===== config.mk =====
export PLATFORM = sky130hd
export DESIGN_NAME = noc_link_pipeline
export DESIGN_NICKNAME = d
export VERILOG_FILES = /design/src/rtl/noc_link_pipeline.sv
export SDC_FILE = /design/constraint.sdc
export NUM_CORES = 1
export LEC_CHECK = 0
export BUFFER_PORTS_ARGS = -buffer_cell sky130_fd_sc_hd__buf_2
export CELL_PAD_IN_SITES_DETAIL_PLACEMENT = 1
export CELL_PAD_IN_SITES_GLOBAL_PLACEMENT = 1
export CORE_UTILIZATION = 57
export DETAILED_ROUTE_END_ITERATION = 6
export HOLD_SLACK_MARGIN = 0.12
export PLACE_DENSITY = 0.83
export SETUP_SLACK_MARGIN = 0.15
export SYNTH_ARGS = -nofsm -noshare
export SYNTH_HDL_FRONTEND = slang
export SYNTH_SLANG_ARGS = --single-unit
export TNS_END_PERCENT = 10

===== constraint.sdc =====
create_clock -name clk_network_i -period 5.3 [get_ports clk_network_i]
set_clock_uncertainty 0.15 [all_clocks]
set_input_delay 0.53 -clock clk_network_i [delete_from_list [all_inputs] [get_ports clk_network_i]]
set_output_delay 0.53 -clock clk_network_i [all_outputs]
set_load 0.02 [all_outputs]

===== src/rtl/noc_link_pipeline.sv =====
// Pipelined mesh link stage: forward valid/data pipe into per-VC receive FIFOs,
// round-robin VC output arbiter, and a pipelined per-VC credit-style go return path.
module noc_link_pipeline #(
  parameter int NetworkDataWidth               = 8,
  parameter int NetworkVirtualChannelIdWidth   = 1,
  parameter int NetworkNumberOfVirtualChannels = 2,
  parameter int Stages                         = 2,
  parameter int FifoDepth                      = 8
) (
  input  logic                                      clk_network_i,
  input  logic                                      rst_network_ni,
  input  logic                                      network_valid_i,
  input  logic [NetworkDataWidth-1:0]               network_data_i,
  output logic [NetworkNumberOfVirtualChannels-1:0] network_go_o,
  output logic                                      network_valid_o,
  output logic [NetworkDataWidth-1:0]               network_data_o,
  input  logic [NetworkNumberOfVirtualChannels-1:0] network_go_i,
  output logic                                      overflow_o
);

  localparam int NumVc   = NetworkNumberOfVirtualChannels;
  localparam int DW      = NetworkDataWidth;
  localparam int VcIdW   = NetworkVirtualChannelIdWidth;
  localparam int Guard   = 2 * Stages + 3;
  localparam int PtrW    = (FifoDepth > 1) ? $clog2(FifoDepth) : 1;
  localparam int CntW    = $clog2(FifoDepth + 1);
  localparam int VcSelW  = (NumVc > 1) ? $clog2(NumVc) : 1;

  if (Stages < 0 || Stages > 8) begin : g_bad_stages
    $error("noc_link_pipeline: Stages must be within 0..8");
  end
  if (FifoDepth < Guard) begin : g_bad_depth
    $error("noc_link_pipeline: FifoDepth must be at least 2*Stages+3");
  end

  logic          wr_valid;
  logic [DW-1:0] wr_data;

  // Forward pipe: the last stage (or the raw inputs) feeds the FIFO write port.
  if (Stages == 0) begin : g_fwd_bypass
    assign wr_valid = network_valid_i;
    assign wr_data  = network_data_i;
  end else begin : g_fwd_pipe
    logic [Stages-1:0]         v_q;
    logic [Stages-1:0][DW-1:0] d_q;

    always_ff @(posedge clk_network_i or negedge rst_network_ni) begin
      if (!rst_network_ni) begin
        v_q <= '0;
        d_q <= '0;
      end else begin
        v_q[0] <= network_valid_i;
        d_q[0] <= network_data_i;
        for (int s = 1; s < Stages; s++) begin
          v_q[s] <= v_q[s-1];
          d_q[s] <= d_q[s-1];
        end
      end
    end

    assign wr_valid = v_q[Stages-1];
    assign wr_data  = d_q[Stages-1];
  end

  logic [DW-1:0]     mem    [NumVc][FifoDepth];
  logic [PtrW-1:0]   wr_ptr [NumVc];
  logic [PtrW-1:0]   rd_ptr [NumVc];
  logic [CntW-1:0]   count  [NumVc];
  logic [NumVc-1:0]  wr_en;
  logic [NumVc-1:0]  pop;
  logic              drop;
  logic [VcIdW-1:0]  wr_vc;
  logic [VcSelW-1:0] rr_ptr;
  logic [VcSelW-1:0] sel_vc;
  logic              sel_found;
  logic [NumVc-1:0]  go_local;

  assign wr_vc = wr_data[VcIdW-1:0];

  // Out-of-range VC ids and writes into a full buffer are both dropped.
  always_comb begin
    wr_en = '0;
    drop  = 1'b0;
    if (wr_valid) begin
      drop = 1'b1;
      for (int v = 0; v < NumVc; v++) begin
        if (int'(wr_vc) == v) begin
          if (count[v] != CntW'(FifoDepth)) begin
            wr_en[v] = 1'b1;
            drop     = 1'b0;
          end
        end
      end
    end
  end

  always_comb begin
    sel_found = 1'b0;
    sel_vc    = '0;
    pop       = '0;
    for (int i = 0; i < NumVc; i++) begin
      int idx;
      idx = int'(rr_ptr) + i;
      if (idx >= NumVc) idx = idx - NumVc;
      if (!sel_found && count[idx] != '0 && network_go_i[idx]) begin
        sel_found = 1'b1;
        sel_vc    = VcSelW'(idx);
      end
    end
    for (int v = 0; v < NumVc; v++) begin
      if (sel_found && int'(sel_vc) == v) pop[v] = 1'b1;
    end
  end

  always_ff @(posedge clk_network_i) begin
    for (int v = 0; v < NumVc; v++) begin
      if (wr_en[v]) mem[v][wr_ptr[v]] <= wr_data;
    end
  end

  always_ff @(posedge clk_network_i or negedge rst_network_ni) begin
    if (!rst_network_ni) begin
      for (int v = 0; v < NumVc; v++) begin
        wr_ptr[v] <= '0;
        rd_ptr[v] <= '0;
        count[v]  <= '0;
      end
      go_local        <= '0;
      rr_ptr          <= '0;
      network_valid_o <= 1'b0;
      network_data_o  <= '0;
      overflow_o      <= 1'b0;
    end else begin
      for (int v = 0; v < NumVc; v++) begin
        if (wr_en[v]) begin
          wr_ptr[v] <= (wr_ptr[v] == PtrW'(FifoDepth - 1)) ? '0 : wr_ptr[v] + PtrW'(1);
        end
        if (pop[v]) begin
          rd_ptr[v] <= (rd_ptr[v] == PtrW'(FifoDepth - 1)) ? '0 : rd_ptr[v] + PtrW'(1);
        end
        case ({wr_en[v], pop[v]})
          2'b10:   count[v] <= count[v] + CntW'(1);
          2'b01:   count[v] <= count[v] - CntW'(1);
          default: count[v] <= count[v];
        endcase
        // Free space must cover every flit that can still be in flight once go drops.
        go_local[v] <= (FifoDepth - int'(count[v])) >= Guard;
      end

      if (sel_found) begin
        network_valid_o <= 1'b1;
        network_data_o  <= mem[sel_vc][rd_ptr[sel_vc]];
        rr_ptr          <= (int'(sel_vc) == NumVc - 1) ? '0 : sel_vc + VcSelW'(1);
      end else begin
        network_valid_o <= 1'b0;
      end

      if (drop) overflow_o <= 1'b1;
    end
  end

  // Backward pipe for the go bundle.
  if (Stages == 0) begin : g_bwd_bypass
    assign network_go_o = go_local;
  end else begin : g_bwd_pipe
    logic [Stages-1:0][NumVc-1:0] g_q;

    always_ff @(posedge clk_network_i or negedge rst_network_ni) begin
      if (!rst_network_ni) begin
        g_q <= '0;
      end else begin
        g_q[0] <= go_local;
        for (int s = 1; s < Stages; s++) begin
          g_q[s] <= g_q[s-1];
        end
      end
    end

    assign network_go_o = g_q[Stages-1];
  end

endmodule

# After elaboration in Yosys (flattened, before gate mapping)
# Memory sizes are Yosys's and may differ from the RTL's.
# Cells that the tools add are included.
word_totals:
  ramBits: 128
  latch_bits: 0
  memories: 1
  output_inout_bits: 12
  register_bits: 55
  romBits: 0
  input_bits: 13
  word_cells: 130
classes:
  addsub: 14
  div_mod_pow: 0
  reduce_logical: 13
  shift: 0
  mul: 0
  eq_ne: 10
  n_lt_le_gt_ge: 14
  muxes: 55
  n_bitwise: 7
memory_table:
  columns: ["memory", "depth", "width", "read_ports", "rd_ports_with_merged_regs", "wr", "line", "rtl"]
  rows:
  - ["mem", 2, 64, 1, 0, 1, "65", "logic [DW-1:0] mem [NumVc][FifoDepth];"]
op_table:
  columns: ["cell", "count"]
  rows:
  - ["$mux 64", 4]
  - ["$ge 32x2->1 const B", 2]
  - ["$lt 32x3->1 const B", 2]
  - ["$mux 32", 2]
  - ["$not 32->32", 2]
  - ["$reduce_or 64->1", 1]
  - ["$demux 8 s3", 2]
  - ["$mux 8", 4]
  - ["$mux 1", 26]
  - ["$bmux 8 s3", 1]
  - ["$mux 4", 6]
  - ["$mux 3", 7]
  - ["$pmux 4 s2", 2]
  - ["$add 3x1->3 const B", 4]
  - ["$eq 3x3->1 const B", 4]
  - ["$ge 4x4->1 const B", 3]
  - ["$not 3->4", 3]
  - ["$ge 5x4->1 const B", 2]
  - ["$sub 4x4->5 const A", 2]
  - ["$add 4x1->4 const B", 2]
  - ["$lt 4x1->1 const B", 2]
  - ["$ne 4x4->1 const B", 2]
  - ["$reduce_bool 4->1", 2]
  - ["$sub 4x1->4 const B", 2]
  - ["other kinds (14)", 24]

# Longest topological paths before layout
logic_depth:
  depth_word: 21
  mapped_depth: 13

# Worst setup path before layout
# Ideal clock, no wire load.
synth_timing:
  kind: "reg-to-reg"
  start: "register count[4] in the netlist's numbering"
  end: "register count[6] in the netlist's numbering"
  required_time_ns: 5.028
  path_stages_with_launch: 14
  path_slack_ns: 2.467
  arrival_ns: 2.561
  setup_time_ns: 0.122
  path_cell_list: "dfrtp_1 clkbuf_1 inv_1 ha_1 a31oi_1 nand2_1 ha_1 clkbuf_1 xor2_1 ha_1 a21oi_1 xor2_1 nor2_1 xnor2_1"
synth_via:
  elab_chain_cells: 15
synth_lines:
  columns: ["item", "line", "rtl"]
  rows:
  - ["from (decl)", "68", "logic [CntW-1:0] count [NumVc];"]
  - ["from (signal, indexed assignment)", "142", "2'b10: count[v] <= count[v] + CntW'(1);"]
  - ["from (signal, indexed assignment)", "143", "2'b01: count[v] <= count[v] - CntW'(1);"]
  - ["from (signal, indexed assignment)", "144", "default: count[v] <= count[v];"]
  - ["$mux 4 (implied by the code) (3 in series)", "105", "if (!sel_found && count[idx] != '0 && network_go_i[idx]) begin"]
  - ["$reduce_bool 4->1", "105", null]
  - ["$logic_and 1x1->1", "105", null]
  - ["$mux 1", "105", null]
  - ["$logic_not 1->1", "105", null]
  - ["$logic_and 1x1->1 (2 in series)", "105", null]
  - ["$mux 1", "105", null]
  - ["$not 1->1", "111", "if (sel_found && int'(sel_vc) == v) pop[v] = 1'b1;"]
  - ["$logic_and 1x1->1", "111", null]
  - ["$mux 1", "111", null]
  - ["$eq 2x1->1 or $eq 2x2->1 (tied branches)", "141", "case ({wr_en[v], pop[v]})"]
  - ["$pmux 4 s2 or $reduce_bool 2->1 (tied branches)", null, null]
# Parallel ways exist; a longest one is shown, timed or not. The select of a mux whose other input is x is not followed.
# A chain may end at the register's enable or synchronous reset.

# Worst setup path in the final report
layout_timing:
  start: "register count[0] in the netlist's numbering"
  end: "register count[3] in the netlist's numbering"
layout_via:
  elab_chain_cells: 14
layout_lines:
  columns: ["item", "line"]
  rows:
  - ["$mux 4 (implied by the code) (3 in series)", "105"]
  - ["$reduce_bool 4->1", "105"]
  - ["$logic_and 1x1->1", "105"]
  - ["$mux 1", "105"]
  - ["$logic_not 1->1", "105"]
  - ["$logic_and 1x1->1 (2 in series)", "105"]
  - ["$mux 1", "105"]
  - ["$logic_and 1x1->1", "111"]
  - ["$mux 1", "111"]
  - ["$eq 2x1->1 or $eq 2x2->1 (tied branches)", "141"]
  - ["$pmux 4 s2 or $reduce_bool 2->1 (tied branches)", null]
# Parallel ways exist; a longest one is shown, timed or not. The select of a mux whose other input is x is not followed.

==> results.toml <==
[drt]
finalWirelength_mm = 15.9
drt_first_iter_violations = 207
avgViaCountPerCell = 5.95
drtAntennaViolNets = 0
wl_per_cell_um = 24.4
detail_route.first_pass.iterations = 5
drcViolationCount = 0
route.vias.total = 3890

[die]
core_area_um2 = 12600
die_width_um = 116
die_area_um2 = 13400
start_util_pct = 58.5
io-pin-count = 25
die_h_um = 116
placement_rows = 41

[sta]
setup_tns_ns = 0
setup-violations-final = 0
min_period_ns = 3.23
worst_slew_margin_rel_pct = 7.78
worst-slew-pin-transition_ns = 1.37
min_period_over_period_pct = 60.9
highest_attainable_clock_frequency_ghz = 0.310
timing.final.hold_violations = 0
rsz0062_at_grt = "no"
maxSlewViolCount = 0

[logic_synthesis]
yosys_register_bits = 183
netlist.area_leader.share_pct = 52.1
syn_area_um2 = 7380
synth_nets = 457
post-synth-top-area-cell = "sky130_fd_sc_hd__edfxtp_1"
yosysSeqAreaShare_pct = 70.7
netlist_top_cells_area = "sky130_fd_sc_hd__edfxtp_1 (52%), sky130_fd_sc_hd__dfrtp_1 (19%), sky130_fd_sc_hd__mux2i_1 (6.5%)"
synth_most_common_cell = "sky130_fd_sc_hd__edfxtp_1"
synthesis.area_per_instance_um2 = 17.4
syn_inst_count = 425
share_of_synthesized_flip_flops_with_an_asynchronous_set_or_reset_pct = 30.1
yosys_most_used_dff = "sky130_fd_sc_hd__edfxtp_1"
netlist-cell-type-count = 49
synth_commonest_cells = "sky130_fd_sc_hd__edfxtp_1 (128), sky130_fd_sc_hd__dfrtp_1 (55), sky130_fd_sc_hd__mux2i_1 (48)"
number_of_enable_flip_flop_cells_after_synthesis = 128
synth.yosys.warnings = 0

[layout]
fillers = 1097
multiInputGateArea_um2 = 2030
seqCellArea_um2 = 5220
nNetsFinal = 501
drive_gt1_share_pct = 21.8
post-route-cell-area_um2 = 8410
n_antenna_cell = 0
area_delta_synth_final_pct = 13.9

[power_and_ir_drop]
irDropWorstVdd_mv = 0.255
p_leak_nw = 3.19
power_per_cell_area_nw_per_um2 = 554

[global_route]
antenna_violations_before_repair = 0
grt.overflow.total = 0
grt_max_degree = 56
grt_pass1_wl_mm = 24.6
grt_util_all_layers_pct = 26.4
vias_in_the_first_global_route = 4256

[worst_setup_path]
critical_path.max_fanout = 9
endpoint_kind = "flip-flop"
startpoint_types = "flip-flop"
worstSetupPathType = "reg2reg"
cp-startpoint = "count[0]$_DFFE_PN0P_"
required_arrival_time_at_the_worst_endpoint_ns = 5.46
data_arrival_time_of_the_worst_path_ns = 3.39
r2r_start = "count[0]$_DFFE_PN0P_"

[placed_design]
hpwlAfterDp_mm = 9.92
buffer_ports.inserted = 24
detailed_place.area_um2 = 7700
place_congestion = 0.829

[run]
max_cap_violations = 0

[worst_hold_path]
hold_path.class = "in2async"

[clock_tree]
cts_root_buf = "sky130_fd_sc_hd__clkbuf_16"
skew_pair_late_insertion_delay_ns = 0.43
clock_tree.htree_level_count = 4
cts_tree = "yes"
cts_setup_buffers = 0
cts_made_buffers = 17
clock_sinks = 183
clockBufferDepth = 2
clock_transition_at_the_registers_of_the_reported_paths_ns = 0.07
post_cts_resized = 0

[run_status]
outcome = "completed"
## placed cells by master (no fill, tap or decap), types with 10 or more instances in the layout
cell	instances
sky130_fd_sc_hd__nor2_1	19
sky130_fd_sc_hd__clkbuf_16	17
sky130_fd_sc_hd__mux2_2	11
sky130_fd_sc_hd__nor3_1	10
sky130_fd_sc_hd__mux2i_1	48
sky130_fd_sc_hd__buf_2	24
sky130_fd_sc_hd__nand2_1	19
sky130_fd_sc_hd__edfxtp_1	128
sky130_fd_sc_hd__dfrtp_1	55
sky130_fd_sc_hd__ha_1	18
sky130_fd_sc_hd__mux4_2	18
sky130_fd_sc_hd__buf_4	10
## timing repair
action | CTS | global route
setup endpoints to repair | 0 | 0
hold endpoints to repair | 9 | 0
hold buffers | 9 | 0
## worst max-delay path, cell delays in order, from the launching register on
cell and delay, ns:
sky130_fd_sc_hd__dfrtp_1 0.51, sky130_fd_sc_hd__inv_1 0.13, sky130_fd_sc_hd__ha_1 0.25, sky130_fd_sc_hd__nand3b_1 0.20, sky130_fd_sc_hd__nand3_1 0.35, sky130_fd_sc_hd__ha_1 0.42
sky130_fd_sc_hd__ha_1 0.29, sky130_fd_sc_hd__a21o_2 0.22, sky130_fd_sc_hd__a21oi_1 0.22, sky130_fd_sc_hd__xnor2_1 0.14, sky130_fd_sc_hd__nor2_1 0.07, sky130_fd_sc_hd__xor2_1 0.16
## layout make-up
cell class,instances,area share (%)
inverter,9,0.432
clock buffer,18,5.10
sequential,183,62.1
multi-input combinational,215,24.2
timing repair buffer,43,3.39
clock inverter,14,2.26
tap,172,2.56
## through the flow
stage	hold WS, ns	power [mW]	util (%)	cells	setup slack, ns
after floorplan	0.0844	2.95	-	425	2.47
after global placement	0.183	3.22	61.0	613	2.24
after detailed placement	0.186	3.33	61.0	613	2.09
after CTS	0.121	4.68	66.6	654	2.03
after global routing	0.160	4.86	66.6	654	1.83
final	0.0942	4.66	66.6	654	2.07
## registers in the layout, indices dropped and copies added, names as in the netlist
register,count
mem,128
count,8
g_fwd_pipe.d_q,8
network_data_o,8
wr_data,8
rd_ptr,6
wr_ptr,6
g_bwd_pipe.g_q,2
g_fwd_pipe.v_q,2
go_local,2
network_go_o,2
network_valid_o,1
overflow_o,1
rr_ptr,1
## where the power goes
group	internal (mW)	switching, mW
sequential	1.75	0.282
clock	0.758	0.556
combinational	0.604	0.703
## final timing paths
path | end | slack, ns | cells past startpoint
setup / recovery | count[3]$_DFFE_PN0P_ | 2.07 | 11
max in group asynchronous | network_data_o[4]$_DFFE_PN0P_ | 4.41 | 2
hold / removal | g_fwd_pipe.v_q[1]$_DFF_PN0_ | 0.09 | 2
setup reg to reg | count[3]$_DFFE_PN0P_ | 2.07 | 11
hold reg to reg | g_bwd_pipe.g_q[0]$_DFF_PN0_ | 0.20 | 0
min in group clk_network_i | g_bwd_pipe.g_q[0]$_DFF_PN0_ | 0.20 | 0
## layer usage
metal / vias to the layer above / global-route usage [%] / wire, µm
met1: 2049 / 33.3 / 6620
met4: 0 / 12.0 / 416
li1: 1730 / - / -
met5: - / 0 / 0
met3: 32 / 5.18 / 543
met2: 79 / 44.7 / 8340
## logic make-up after synthesis
kind of cell             count (synthesis)  synth area share [%]
buffers and inverters                   27                  1.87
adder cells (fa/ha/maj)                 19                  3.32
multiplexers                            78                  14.0
AO/OA/AOI/OAI                           40                  4.48
XOR/XNOR                                11                  1.31
AND/OR/NAND/NOR                         67                  4.29
flip-flops                             183                  70.7
Note: power is estimated with default switching activity, not from simulation.
